==> src/rtl/tomasulo_pkg.sv <==
// Shared types for the Tomasulo reservation-station issue queues (ALU, MUL, DIV, AGU).
// Entry and operand structs are sized by the default width constants below.
package tomasulo_pkg;

  localparam int DEF_TAG_W  = 6;
  localparam int DEF_DATA_W = 32;
  localparam int DEF_OP_W   = 4;

  typedef struct packed {
    logic                  rdy;
    logic [DEF_TAG_W-1:0]  tag;
    logic [DEF_DATA_W-1:0] data;
  } iq_operand_t;

  typedef struct packed {
    logic                 valid;
    logic [DEF_OP_W-1:0]  op;
    logic [DEF_TAG_W-1:0] rd_tag;
    iq_operand_t          rs1;
    iq_operand_t          rs2;
  } iq_entry_t;

  // A waiting operand whose producer tag is on the CDB captures the broadcast value.
  function automatic iq_operand_t iq_snoop(input iq_operand_t          opnd,
                                           input logic                 cdb_valid,
                                           input logic [DEF_TAG_W-1:0] cdb_tag,
                                           input logic [DEF_DATA_W-1:0] cdb_data);
    iq_operand_t res;
    res = opnd;
    if (!opnd.rdy && cdb_valid && (opnd.tag == cdb_tag)) begin
      res.rdy  = 1'b1;
      res.data = cdb_data;
    end
    return res;
  endfunction

endpackage

==> src/rtl/iq_prio_enc.sv <==
// Find-first-set over a DEPTH-bit request vector; bit 0 has highest priority.
module iq_prio_enc #(
  parameter int DEPTH = 4
) (
  input  logic [DEPTH-1:0]         req,
  output logic [$clog2(DEPTH)-1:0] idx,
  output logic                     found
);

  localparam int IDX_W = $clog2(DEPTH);

  always_comb begin
    // NOTE: defaults assigned before the loop so no path leaves idx/found unassigned (no latch).
    idx   = '0;
    found = 1'b0;
    for (int i = DEPTH - 1; i >= 0; i--) begin
      if (req[i]) begin
        idx   = IDX_W'(i);
        found = 1'b1;
      end
    end
  end

endmodule

==> src/rtl/int_issue_queue.sv <==
// Reservation-station issue queue: dispatch into free entries, CDB wakeup,
// fixed-priority (lowest index) issue to one functional unit.
module int_issue_queue
  import tomasulo_pkg::*;
#(
  parameter int DEPTH  = 4,
  parameter int TAG_W  = DEF_TAG_W,
  parameter int DATA_W = DEF_DATA_W,
  parameter int OP_W   = DEF_OP_W
) (
  input  logic              clk,
  input  logic              rst_n,
  input  logic              dispatch,
  input  logic [OP_W-1:0]   disp_op,
  input  logic [TAG_W-1:0]  disp_rd_tag,
  input  logic              disp_rs1_rdy,
  input  logic              disp_rs2_rdy,
  input  logic [DATA_W-1:0] disp_rs1_data,
  input  logic [DATA_W-1:0] disp_rs2_data,
  input  logic [TAG_W-1:0]  disp_rs1_tag,
  input  logic [TAG_W-1:0]  disp_rs2_tag,
  output logic              full,
  input  logic              cdb_valid,
  input  logic [TAG_W-1:0]  cdb_tag,
  input  logic [DATA_W-1:0] cdb_data,
  output logic              issue_valid,
  input  logic              issue_ready,
  output logic [OP_W-1:0]   issue_op,
  output logic [TAG_W-1:0]  issue_rd_tag,
  output logic [DATA_W-1:0] issue_rs1,
  output logic [DATA_W-1:0] issue_rs2
);

  localparam int IDX_W = $clog2(DEPTH);

  // The entry structs live in the shared package, so the widths must match it.
  if (TAG_W != DEF_TAG_W || DATA_W != DEF_DATA_W || OP_W != DEF_OP_W) begin : g_width_check
    $error("int_issue_queue: widths must match tomasulo_pkg defaults");
  end

  iq_entry_t        ent_q [DEPTH];
  iq_entry_t        disp_entry;
  iq_entry_t        sel_entry;
  logic [DEPTH-1:0] valid_vec;
  logic [DEPTH-1:0] ready_vec;
  logic [IDX_W-1:0] free_idx;
  logic [IDX_W-1:0] sel_idx;
  logic             free_found;
  logic             disp_accept;
  logic             issue_fire;

  always_comb begin
    valid_vec = '0;
    ready_vec = '0;
    for (int i = 0; i < DEPTH; i++) begin
      valid_vec[i] = ent_q[i].valid;
      ready_vec[i] = ent_q[i].valid & ent_q[i].rs1.rdy & ent_q[i].rs2.rdy;
    end
  end

  iq_prio_enc #(.DEPTH(DEPTH)) u_free_sel (
    .req   (~valid_vec),
    .idx   (free_idx),
    .found (free_found)
  );

  iq_prio_enc #(.DEPTH(DEPTH)) u_ready_sel (
    .req   (ready_vec),
    .idx   (sel_idx),
    .found (issue_valid)
  );

  // Full is based on registered valid bits only; an entry issuing this cycle frees up next cycle.
  assign full        = ~free_found;
  assign disp_accept = dispatch & ~full;
  assign issue_fire  = issue_valid & issue_ready;

  // Incoming entry, with the same-cycle CDB bypass applied to waiting operands.
  always_comb begin
    disp_entry          = '0;
    disp_entry.valid    = 1'b1;
    disp_entry.op       = disp_op;
    disp_entry.rd_tag   = disp_rd_tag;
    disp_entry.rs1.rdy  = disp_rs1_rdy;
    disp_entry.rs1.tag  = disp_rs1_tag;
    disp_entry.rs1.data = disp_rs1_rdy ? disp_rs1_data : '0;
    disp_entry.rs2.rdy  = disp_rs2_rdy;
    disp_entry.rs2.tag  = disp_rs2_tag;
    disp_entry.rs2.data = disp_rs2_rdy ? disp_rs2_data : '0;
    disp_entry.rs1      = iq_snoop(disp_entry.rs1, cdb_valid, cdb_tag, cdb_data);
    disp_entry.rs2      = iq_snoop(disp_entry.rs2, cdb_valid, cdb_tag, cdb_data);
  end

  always_ff @(posedge clk or negedge rst_n) begin
    if (!rst_n) begin
      // NOTE: the whole entry array is reset (it is only DEPTH entries) so payloads never leak stale data.
      for (int i = 0; i < DEPTH; i++) begin
        ent_q[i] <= '0;
      end
    end else begin
      for (int i = 0; i < DEPTH; i++) begin
        // NOTE: non-blocking so every entry sees the same pre-edge state regardless of loop order.
        if (disp_accept && (free_idx == IDX_W'(i))) begin
          ent_q[i] <= disp_entry;
        end else if (ent_q[i].valid) begin
          if (issue_fire && (sel_idx == IDX_W'(i))) begin
            ent_q[i].valid <= 1'b0;
          end
          ent_q[i].rs1 <= iq_snoop(ent_q[i].rs1, cdb_valid, cdb_tag, cdb_data);
          ent_q[i].rs2 <= iq_snoop(ent_q[i].rs2, cdb_valid, cdb_tag, cdb_data);
        end
      end
    end
  end

  // Outputs are forced to zero when nothing is ready so the FU never sees stale payload.
  always_comb begin
    sel_entry = '0;
    if (issue_valid) begin
      sel_entry = ent_q[sel_idx];
    end
  end

  assign issue_op     = sel_entry.op;
  assign issue_rd_tag = sel_entry.rd_tag;
  assign issue_rs1    = sel_entry.rs1.data;
  assign issue_rs2    = sel_entry.rs2.data;

endmodule

==> config.mk <==
export PLATFORM = sky130hd
export DESIGN_NAME = int_issue_queue
export DESIGN_NICKNAME = d
export VERILOG_FILES = /design/src/rtl/tomasulo_pkg.sv /design/src/rtl/iq_prio_enc.sv /design/src/rtl/int_issue_queue.sv
export SDC_FILE = /design/constraint.sdc
export NUM_CORES = 1
export LEC_CHECK = 0
export ABC_AREA = 1
export BUFFER_PORTS_ARGS = -buffer_cell sky130_fd_sc_hd__buf_4
export CORE_UTILIZATION = 56
export CTS_BUF_LIST = sky130_fd_sc_hd__clkbuf_8
export CTS_CLUSTER_SIZE = 24
export DETAILED_ROUTE_END_ITERATION = 8
export MAX_ROUTING_LAYER = met4
export PLACE_DENSITY = 0.79
export SLEW_MARGIN = 20
export SYNTH_ARGS = -nofsm -noshare
export SYNTH_HDL_FRONTEND = slang
export SYNTH_SLANG_ARGS = --single-unit
==> constraint.sdc <==
create_clock -name clk -period 1.46 [get_ports clk]
set_input_delay 0 -clock clk [delete_from_list [all_inputs] [get_ports clk]]
set_output_delay 0 -clock clk [all_outputs]
set_load 0.03 [all_outputs]
==> run metrics, run 1 <==
Worst endpoint, post-GRT repair=issue_rs2[19]; maximum clock path buffer count=3; row cnt=71; antenna violations before repair=10; H-tree depth=2; TritonCTS Buffers=between 60 and 70; placed cell area=approximately 25000 sq um; Mean Syn Cell Area=6.73 sq um; Ys Warns=0; syn nets=3299; clk sinks=356; status=aborted with a tool error; largest net degree at the start of global routing=76; Run Error=[ERROR GRT-0232] Routing congestion too high. Check the congestion heatmap in the GUI.; hpwl dp=roughly 54000 um; Synth cell types=24; synthesized cell area=between 20000 and 25000 sq um; Overflow after GRT=9; Root Buffer=clkbuf_8; Die Width=197 um; IO buf count=approximately 200; Seq/Total Area, Yosys=a little over two fifths; Yosys reg bits=approximately 360; initial core utilization=between 50% and 60%; I/O pin total=between 200 and 250; total global routing track utilization=72.9%; GP Congestion=about 0.95; Die Ht=between 150 and 200 um; Synth Instances=~3200; last flow stage reached=5_1_grt; WEP type=output port
[Yosys cell counts]
library cell	count	area [sq um]
nor3_1	1	5.00
dfrtp_1	356	8910
nand2_1	1008	3780
xor2_1	9	78.8
nor2_1	85	319
or2_2	2	12.5
nor3_4	1	16.3
nand4_1	82	513
a21oi_1	7	35.0
clkbuf_1	126	473
o21ai_1	18	90.1
nor2b_1	1	6.26
nor2_2	7	43.8
buf_4	13	97.6
nand2_2	2	12.5
nand3b_1	1	7.51
inv_1	310	1160
buf_2	90	450
xnor2_1	21	184
buf_1	11	41.3
o21ai_0	79	395
nand3_1	930	4650
inv_2	7	26.3
a31oi_1	1	6.26
[stage by stage]
step,setup slack [ns],std cells
after global placement,-0.319,3843
after detailed placement,-0.344,3843
after CTS,-0.935,4142
after floorplan,-0.0676,3168
[cells by family after synthesis]
logic type | Yosys count | share of synthesized area (%)
buffers and inverters | 557 | 10.6
AOI/OAI and AO/OA | 105 | 2.47
and+or+nand+nor | 2120 | 44.0
DFF | 356 | 41.8
xor gates and xnor gates | 30 | 1.23
[repair_timing]
item,in CTS
buffers inserted,42
pin swaps,43
gates cloned,23
resized for setup,258
hold buffers,125
hold endpoints to repair,712
setup endpoints to repair,393
[per-layer routing]
metal,track usage [%],overflow
met3,58.9,0
met2,86.3,4
met4,64.4,3
met5,-,-
met1,73.9,2
==> run 2: changes to the inputs <==
--- a/config.mk
+++ b/config.mk
@@ -7,12 +7,9 @@
 export LEC_CHECK = 0
 export ABC_AREA = 1
 export BUFFER_PORTS_ARGS = -buffer_cell sky130_fd_sc_hd__buf_4
-export CORE_UTILIZATION = 56
-export CTS_BUF_LIST = sky130_fd_sc_hd__clkbuf_8
-export CTS_CLUSTER_SIZE = 24
+export CORE_UTILIZATION = 40
 export DETAILED_ROUTE_END_ITERATION = 8
-export MAX_ROUTING_LAYER = met4
-export PLACE_DENSITY = 0.79
+export PLACE_DENSITY_LB_ADDON = 0.15
 export SLEW_MARGIN = 20
 export SYNTH_ARGS = -nofsm -noshare
 export SYNTH_HDL_FRONTEND = slang
==> constraint.sdc (replaced) <==
create_clock -name clk -period 1.9 [get_ports clk]
set_input_delay 0 -clock clk [delete_from_list [all_inputs] [get_ports clk]]
set_output_delay 0 -clock clk [all_outputs]
set_load 0.03 [all_outputs]
==> run 2 against run 1 <==
Compared with the run above: the flow now finishes, with violations (negative hold slack, negative setup slack); area after synthesis unchanged; synthesized cell count unchanged.
==> run metrics, run 2 <==
status=complete, but fails checks; failing checks=negative hold slack, negative setup slack; Final period util=128%; most common cell after layout, fill and taps aside=nand2_1; Synth cell types=24; Vias=between 20000 and 25000; IO buf count=around 200; Async SR Flop Fraction=100%; largest cells by area after synthesis=dfrtp_1 (42%), nand3_1 (22%), nand2_1 (18%); detailed-route DRC error count=0; Slew headroom=between 50% and 60%; synthesis-to-finish area growth=36.2%; max_cap viols=0; top cell type's share of synthesized area=roughly two fifths; antenna violations before repair=1; syn nets=roughly 3300; clk sinks=roughly 360; Seq/Total Area, Yosys=41.8%; Placed Cells incl. Taps=~4000; Die Ht=233 um; Min-Delay Path Class=input port to async pin; most frequent cells in the layout=nand2_1 (937), nand3_1 (859), dfrtp_1 (356), inv_1 (268), buf_4 (205); TritonCTS Buffers=42; Hold Vio Cnt, Final=8; leading area contributor after synthesis=dfrtp_1; initial core utilization=about two fifths; register area=approximately 9000 sq um; filler cell count=between 4000 and 5000; Ys Warns=0; total power=roughly 0.054 W; total global routing track utilization=~34%; CP Cell Sequence=buf_6, nand3_4, buf_4, nand2_4, nand2_8, bufbuf_16, nand3_1, nand3_4, nand2_1, inv_1, buf_6; VDD IR max=~1.3 mV; Overflow after GRT=0; final setup vio count=75; max reg flops=roughly 360; Die Footprint=54200 sq um; Yosys reg bits=between 300 and 400; Pre-Repair DR Iteration Count=9; clk slew on worst S/H paths=~0.06 ns; H-tree depth=2; top cells by count, synth=nand2_1 (1008), nand3_1 (930), dfrtp_1 (356); Hold WS=-0.0197 ns; top flop regs=ent_q x356; final wirelength=roughly 95000 um; most common cell in the netlist=nand2_1; Worst EP arrival=2.43 ns; Bufs and invs on worst path=5; CP required=around 1.9 ns; Final Max Tran Viols=0; RSZ-0062 raised after global routing=yes; Worst setup SP type=flip-flop; first-pass GRT wire length=140000 um; Pleak=15.2 nW; Tightest Pin Transition=0.619 ns; min Tclk post-route=around 2.4 ns; Synth Instances=about 3200; number of synthesized flops with an enable pin=0; Cell Pwr Density=1870 nW/um^2; Die Width=around 230 um; GP Congestion=a little under 0.9; setup ws final=-0.530 ns; maximum clock path buffer count=3; row cnt=84; register name with the most flops=ent_q; hpwl dp=55500 um; ys flop type=dfrtp_1; Mean Syn Cell Area=6.73 sq um; Worst Clk Skew=between 0.01 and 0.015 ns; Peak Freq=between 400 and 500 MHz; synthesized cell area=about 21000 sq um; design area=a little under 30000 sq um; ANT nets after route=0; CP Capture Type=output pin; CP delay by family, top=buffers and inverters; worst-skew pair later-pin latency=~0.58 ns; I/O pin total=just over 200; layout cell share with drive strength beyond 1=a little under a fifth; post-layout util=between 50% and 60%; Worst path slowest cell=dfrtp_1; CTS tree=built; number of global-route vias before repair=about 23000; placed cell area=~24000 sq um; routed vias/inst=a little under 6; Multi-input gate area=approximately 11000 sq um; largest net degree at the start of global routing=between 100 and 150; routed len/inst=around 23 um; n_diodes=0; Total Nets Final=between 3000 and 4000; Root Buffer=clkbuf_16; drt initial violations=around 3100; pre-CTS WS=0.0405 ns; core area=52700 sq um; CP max FO=7; fin cells=roughly 4200; WS Path Type=flip-flop to output pin; slowest cell delay on critical path=0.44 ns
[run 2: kinds of logic after synthesis]
| kind of cell | count (synthesis) | share of synthesized area, % |
|---|---|---|
| flops | 356 | 41.8 |
| xor+xnor | 30 | 1.23 |
| simple gates | 2120 | 44.0 |
| buf+inv | 557 | 10.6 |
| compound gates | 105 | 2.47 |
[run 2: routing by layer]
metal	vias up	global-route usage [%]	part of all wire, %
met3	324	6.00	9.9
met1	11749	44.5	39
met2	1466	54.9	46
met5	-	0	0
met4	0	16.9	5.3
li1	10877	-	-
[run 2: final timing paths]
check | startpoint | to | slack (ns) | cells after the start
max | ent_q[38]$_DFFE_PN0P_ | issue_rs1[31] | -0.53 | 11
min | rst_n | ent_q[315]$_DFFE_PN0P_ | -0.02 | 2
max reg2reg | ent_q[177]$_DFF_PN0_ | ent_q[141]$_DFFE_PN0P_ | 0.03 | 10
min reg2reg | ent_q[257]$_DFFE_PN0P_ | ent_q[257]$_DFFE_PN0P_ | 0.48 | 2
max in group asynchronous | rst_n | ent_q[140]$_DFFE_PN0P_ | 0.85 | 3
min in group clk | disp_rs1_rdy | ent_q[166]$_DFFE_PN0P_ | 0.06 | 6
[run 2: stage by stage]
stage	setup TNS, ns	hold WS, ns
after floorplan	0	-0.296
after global placement	0	0.00443
after detailed placement	0	0.00525
after CTS	-29.02	0.00122
after global routing	-40.01	0.0341
final	-36.29	-0.0197
[run 2: report_power, final]
part	internal, W	leakage [nW]	total, W	switching (W)
Clock	0.00477	0.687	0.00816	0.00339
Combinational	0.0132	9.95	0.0328	0.0196
Sequential	0.0111	4.57	0.0134	0.00226
[run 2: what timing repair did]
item | 4_1_cts | 5_1_grt
setup buffers | 22 | 16
endpoints found under the hold margin | 708 | 0
pin swaps | 8 | 49
gates resized for setup | 141 | 189
setup endpoints to repair | 75 | 251
gates cloned | 16 | 9
hold buffers | 123 | 0
[run 2: final cells by class]
type,instances,area share [%]
tap,688,2.96
timing repair buffer,495,19.5
clock buffer,66,4.56
clock inverter,9,0.155
multi-input combinational,2255,38.0
sequential,356,30.7
inverter,317,4.16
[run 2: worst reg2reg max path, stage by stage (launching register included)]
cell,delay [ns]
dfrtp_1,0.39
buf_4,0.14
buf_4,0.13
nand2_1,0.10
nand2_2,0.09
nor3_4,0.22
buf_12,0.15
buf_6,0.23
nor2_1,0.12
nand2_1,0.08
nand3_1,0.09
No activity file was read; power rests on OpenSTA's default activity.
